`src/rtl/cond_fork5_sched.sv`:
```
// cond_fork5_sched: round-robin route arbiter, route FIFO and fork sequencer.
// Requester masks are queued, then presented one at a time to the 5-way
// conditional fork. For each route the block drives a launch pulse, waits for
// fire_i, then waits for every selected destination to return a free pulse.
module cond_fork5_sched #(
    parameter int NREQ  = 3,
    parameter int DEPTH = 4,
    parameter int TMO   = 255
) (
    input  logic                     clk,
    input  logic                     rst,
    input  logic [NREQ-1:0]          req_valid,
    input  logic [5*NREQ-1:0]        req_mask,
    output logic [NREQ-1:0]          req_ready,
    output logic [4:0]               valid_o,
    output logic                     drive_o,
    input  logic                     fire_i,
    input  logic [4:0]               free_i,
    output logic [$clog2(DEPTH):0]   q_count,
    output logic                     busy,
    output logic                     zero_drop,
    output logic                     tmo_flag
);

    localparam int AW = $clog2(DEPTH);
    localparam int CW = AW + 1;
    localparam int PW = (NREQ > 1) ? $clog2(NREQ) : 1;

    localparam logic [1:0] S_IDLE      = 2'd0;
    localparam logic [1:0] S_ISSUE     = 2'd1;
    localparam logic [1:0] S_WAIT_FIRE = 2'd2;
    localparam logic [1:0] S_WAIT_FREE = 2'd3;

    logic [1:0]    state, state_nx;
    logic [4:0]    mem [DEPTH];
    logic [AW-1:0] wr_ptr, rd_ptr;
    logic [4:0]    head;
    logic          q_empty, q_full;
    logic          push, pop, can_push;
    logic [4:0]    push_data;

    logic [PW-1:0] ptr, win_idx;
    logic          found;
    int            arb_idx;

    logic [4:0]    pend, pend_nx, valid_nx;
    logic [15:0]   wd_cnt;
    logic          wd_hit, wd_clr, tmo_set, zdrop;

    assign head     = mem[rd_ptr];
    assign q_empty  = (q_count == '0);
    assign q_full   = (q_count == CW'(DEPTH));
    assign can_push = !q_full || pop;
    assign wd_hit   = (wd_cnt == 16'(TMO - 1));

    // Round-robin search from ptr; one grant per cycle, only when a slot is free.
    always_comb begin
        found     = 1'b0;
        win_idx   = '0;
        arb_idx   = 0;
        req_ready = '0;
        for (int k = 0; k < NREQ; k++) begin
            arb_idx = (int'(ptr) + k) % NREQ;
            if (!found && req_valid[arb_idx]) begin
                found   = 1'b1;
                win_idx = PW'(arb_idx);
            end
        end
        if (found && can_push)
            req_ready[win_idx] = 1'b1;
    end

    assign push      = |req_ready;
    assign push_data = req_mask[int'(win_idx)*5 +: 5];

    // Route sequencing; pop leaves the head on route completion, timeout or zero mask.
    always_comb begin
        state_nx = state;
        valid_nx = valid_o;
        pend_nx  = pend;
        pop      = 1'b0;
        zdrop    = 1'b0;
        tmo_set  = 1'b0;
        wd_clr   = 1'b0;
        case (state)
            S_IDLE: begin
                if (!q_empty) begin
                    if (head != 5'd0) begin
                        valid_nx = head;
                        state_nx = S_ISSUE;
                    end else begin
                        pop   = 1'b1;
                        zdrop = 1'b1;
                    end
                end
            end
            S_ISSUE: begin
                wd_clr   = 1'b1;
                state_nx = S_WAIT_FIRE;
            end
            S_WAIT_FIRE: begin
                if (fire_i) begin
                    // Frees coinciding with fire are dropped; pend starts full.
                    pend_nx  = valid_o;
                    wd_clr   = 1'b1;
                    state_nx = S_WAIT_FREE;
                end else if (wd_hit) begin
                    tmo_set  = 1'b1;
                    pop      = 1'b1;
                    valid_nx = 5'd0;
                    state_nx = S_IDLE;
                end
            end
            S_WAIT_FREE: begin
                pend_nx = pend & ~free_i;
                if (pend_nx == 5'd0) begin
                    pop      = 1'b1;
                    valid_nx = 5'd0;
                    state_nx = S_IDLE;
                end else if (wd_hit) begin
                    tmo_set  = 1'b1;
                    pop      = 1'b1;
                    valid_nx = 5'd0;
                    state_nx = S_IDLE;
                end
            end
            default: begin
                valid_nx = 5'd0;
                state_nx = S_IDLE;
            end
        endcase
    end

    // FSM, fork-facing registers, watchdog and sticky timeout flag.
    always_ff @(posedge clk or posedge rst) begin
        if (rst) begin
            state    <= S_IDLE;
            valid_o  <= 5'd0;
            pend     <= 5'd0;
            wd_cnt   <= 16'd0;
            tmo_flag <= 1'b0;
        end else begin
            state   <= state_nx;
            valid_o <= valid_nx;
            pend    <= pend_nx;
            if (wd_clr)
                wd_cnt <= 16'd0;
            else if (state == S_WAIT_FIRE || state == S_WAIT_FREE)
                wd_cnt <= wd_cnt + 16'd1;
            if (tmo_set)
                tmo_flag <= 1'b1;
        end
    end

    // Queue pointers, occupancy and round-robin pointer.
    always_ff @(posedge clk or posedge rst) begin
        if (rst) begin
            wr_ptr  <= '0;
            rd_ptr  <= '0;
            q_count <= '0;
            ptr     <= '0;
        end else begin
            if (push) begin
                wr_ptr <= wr_ptr + 1'b1;
                ptr    <= PW'((int'(win_idx) + 1) % NREQ);
            end
            if (pop)
                rd_ptr <= rd_ptr + 1'b1;
            if (push && !pop)
                q_count <= q_count + 1'b1;
            else if (pop && !push)
                q_count <= q_count - 1'b1;
        end
    end

    // Queue storage; contents are don't-care while the slot is unoccupied.
    always_ff @(posedge clk) begin
        if (push)
            mem[wr_ptr] <= push_data;
    end

    assign drive_o   = (state == S_ISSUE);
    assign busy      = (state != S_IDLE);
    assign zero_drop = zdrop;

endmodule
```
`config.mk`:
```
export PLATFORM = sky130hd
export DESIGN_NAME = cond_fork5_sched
export DESIGN_NICKNAME = d
export VERILOG_FILES = /design/src/rtl/cond_fork5_sched.sv
export SDC_FILE = /design/constraint.sdc
export NUM_CORES = 1
export LEC_CHECK = 0
export CAP_MARGIN = 15
export CORE_ASPECT_RATIO = 2
export CORE_MARGIN = 2
export CORE_UTILIZATION = 60
export CTS_BUF_LIST = sky130_fd_sc_hd__clkbuf_16
export CTS_CLUSTER_SIZE = 20
export DETAILED_ROUTE_END_ITERATION = 10
export MAX_ROUTING_LAYER = met4
export PLACE_DENSITY = 0.95
export SYNTH_ARGS = -nofsm -noshare
export SYNTH_HDL_FRONTEND = slang
export SYNTH_SLANG_ARGS = --single-unit
```
`constraint.sdc`:
```
create_clock -name clk -period 8.3 [get_ports clk]
set_input_delay 2.075 -clock clk [delete_from_list [all_inputs] [get_ports clk]]
set_output_delay 2.075 -clock clk [all_outputs]
set_load 0.02 [all_outputs]
```
==> results.md <==
* Pin count of the biggest net entering global routing at 39
* Largest family of logic cells by synthesized area: compound AO/OA/AOI/OAI gates
* Crit path capture type: output port
* YS warnings at 0
* CP peak stage delay at 0.78 ns
* Compound-Gate Fraction of Synth Area at between 10% and 20%
* RSZ-0062 raised after global routing: false
* Die Span Y at 108.7 µm
* Setup slack after layout at 1.431 ns
* Clock Tree Buf Depth at 2
* Via density at roughly 6.4
* GRT Total Usage at 27.54%
* Syn nets at 344
* Met3 GRT Util at under 10%
* Starting Density at between 60% and 70%
* Post-synthesis adder-cell area fraction at 7.768%
* Tcrit/Tclk final at 82.76%
* DRT Pass-1 Iters at 4
* Clock root buffer: clkbuf_16
* Slew headroom at 45.54%
* Hpwl dp at 5.360 mm
* Commonest non-fill, non-tap cells in the layout: clkdlybuf4s50_1, dfrtp_1, inv_1
* Number of gates resized after CTS at 0
* VDD IR-drop max at around 0.31 mV
* Area delta synth->final at 22.81%
* Share of cells above drive strength 1 at between 10% and 20%
* Async SR Flop Fraction at between 60% and 70%
* Synth Area in XOR/XNOR at under 10%
* Top FF cell, synth: dfrtp_1
* Wire per inst at approximately 18 µm
* PwrDens at 418.2 nW/µm²
* Starting DRC count in detailed routing at 154
* Mux cell area share after synthesis at 7.197%
* CP cell instances: clkdlybuf4s50_1 > nand2b_1 > o221ai_1 > o32ai_2 > o21ai_2 > a31oi_1 > clkdlybuf4s50_1
* Max Clock Skew at about 0.0047 ns
* Final setup violating endpoints at 0
* Grt peak-use layer: met2
* Hold WC Path Type: reg -> reg
* Initial antenna violation count at 0
* Distinct cells, synth at 58
* Area of the core at ~5400 µm²
* Grt ovf at 0
* Outcome: finished, final reports clean
* #FFs+latches synth at 58
* Crit path kind: in -> out
* TritonCTS clock tree: yes
* Worst-Skew Late Latency at 0.33 ns
* Final hold violations at 0
* Boundary Pins at 41
* Final-layout fill cell count at 350
* Worst-Margin Slew at 0.8096 ns
* Commonest non-fill, non-tap cell in the layout: clkdlybuf4s50_1
* Met1 Resource Use GR at roughly 29%
* Post-synthesis simple-gate area fraction at 13.40%
* Gp weighted congestion at 0.8528
* Post-Route WL at 7.513 mm
* Die Span X at 56.33 µm
* H-tree depth at 3
* Worst EP arrival at 4.79 ns
* DR vias at 2606
* DIE AREA at 6120 µm²
* Wire length of the first global-routing pass at 12.52 mm
* Slowest cell on crit path: o32ai_2
* Port bufs at 40
* Synth Instances at 299
* Post-CTS Setup Bufs at 0
* Rows at 38
* Avg Cell Area, Syn at 10.99 µm²
* Final Net Count at ~390
* Dpl ws at 1.528 ns
* Critical path peak fanout at 8
* Setup TNS at 0 ns
* Pleak at 0.001632 µW
* Fmax at ~0.15 GHz
* Final worst path period need at 6.869 ns
* Inserted Clock Buffers at 9
* Final ANT Viol Nets at 0
* # clock sinks at between 50 and 60
* Clock-pin slew on the worst setup and hold paths at ~0.050 ns
* Number of global-route vias before repair at 2657
* Post-Syn Area at 3286 µm²
* Post-synth EDFFs at 20
* Total inserted antenna cells at 0
* Max-slew violation count at 0
* CP required at 6.23 ns
* Startpoint types: input pin
* MaxCap Viol Count at 0
* Hold Worst Slack at 0.4928 ns
* Critical path's most frequent cell: clkdlybuf4s50_1
* # hold bufs at CTS at 0
* Routing usage on met2 at a little under half
* Sequential share of the synthesized area at between 40 and 50%
* # DRC at 0
-- cell usage after synthesis, types with 2 or more instances --
cell type | number | share of area (%)
a21boi_0 | 4 | 0.91
a21oi_1 | 10 | 1.5
a22o_1 | 5 | 1.3
a2bb2oi_1 | 4 | 1.1
a31oi_1 | 4 | 0.76
and2_1 | 4 | 0.76
and3b_1 | 2 | 0.53
and4_1 | 2 | 0.53
buf_6 | 2 | 0.69
clkbuf_1 | 6 | 0.69
dfrtp_1 | 38 | 29
edfxtp_1 | 20 | 18
ha_1 | 18 | 6.9
inv_1 | 23 | 2.6
mux2_2 | 11 | 3.8
mux4_2 | 5 | 3.4
nand2_1 | 17 | 1.9
nand2b_1 | 2 | 0.38
nand3_1 | 4 | 0.61
nand4_1 | 5 | 0.95
nor2_1 | 23 | 2.6
nor2b_1 | 3 | 0.57
nor3_1 | 6 | 0.91
nor4_1 | 2 | 0.38
nor4bb_1 | 2 | 0.61
o2111ai_1 | 3 | 0.80
o21ai_0 | 21 | 3.2
o21bai_1 | 2 | 0.46
o221ai_1 | 2 | 0.53
o311ai_0 | 3 | 0.80
o31ai_1 | 3 | 0.69
or2_2 | 2 | 0.38
or3_1 | 6 | 1.1
xnor2_1 | 8 | 2.1
xor2_1 | 4 | 1.1
-- state kept, by name, indices dropped and copies added, names as in the netlist --
signal    count
wr_ptr        2
q_count       3
valid_o       5
wd_cnt       16
ptr           2
rd_ptr        2
state         2
tmo_flag      1
mem          20
pend          5
-- kinds of logic (layout without fill, tap and decap cells) --
group,count (synthesis),after routing
multiplexers,16,16
flip-flops,58,58
AND/OR/NAND/NOR,84,84
adder cells (fa/ha/maj),20,20
buffers and inverters,32,81
XOR/XNOR,12,12
AO/OA/AOI/OAI,77,77
-- power breakdown --
part | leakage [µW] | internal, µW | total, µW | switching, µW
Clock | 0.000156 | 259 | 384 | 125
Sequential | 0.000675 | 423 | 509 | 86.7
Combinational | 0.000800 | 342 | 794 | 452
-- worst paths after layout --
path	from	end	slack, ns	cells after the start
max reg2reg	ptr[0]	q_count[2]	4.03	17
max in group asynchronous	rst	pend[2]	5.80	3
min in group asynchronous	rst	wd_cnt[7]	2.16	3
min	tmo_flag	tmo_flag	0.49	1
max	free_i[0]	req_ready[1]	1.43	7
min reg2reg	tmo_flag	tmo_flag	0.49	1
-- per-layer routing --
metal | vias up | wire (µm) | part of all wire (%)
met5 | - | 0 | 0
met4 | 0 | 308 | 4.1
met3 | 28 | 304 | 4.0
met2 | 99 | 4175 | 56
met1 | 1275 | 2724 | 36
li1 | 1204 | - | -
-- per-stage QoR --
stage	total power (µW)	util, %	instance area [µm²]	instances
after floorplan	1060	-	3286	299
after global placement	1235	69.31	3724	392
after detailed placement	1284	69.31	3724	392
after CTS	1685	75.10	4035	408
after global routing	1791	75.10	4035	408
final	1688	75.10	4035	408
-- area by class of cell --
class                   instances  area, µm²  area share [%]
multi-input cells             209       1599           39.63
flip-flops and latches         58       1551           38.45
repair buffers                 41      407.9           10.11
clock buffers                   9      225.2           5.581
inverters                      24      90.09           2.233
clock inverters                 7      86.33           2.140
well taps                      60      75.07           1.860
-- worst max-delay path: cells and delay by family --
family                 cells  cell delay [ns]
buffers and inverters      2             1.11
AOI/OAI and AO/OA          4             1.50
and+or+nand+nor            1             0.11
Power figures use the tool's default switching activity.
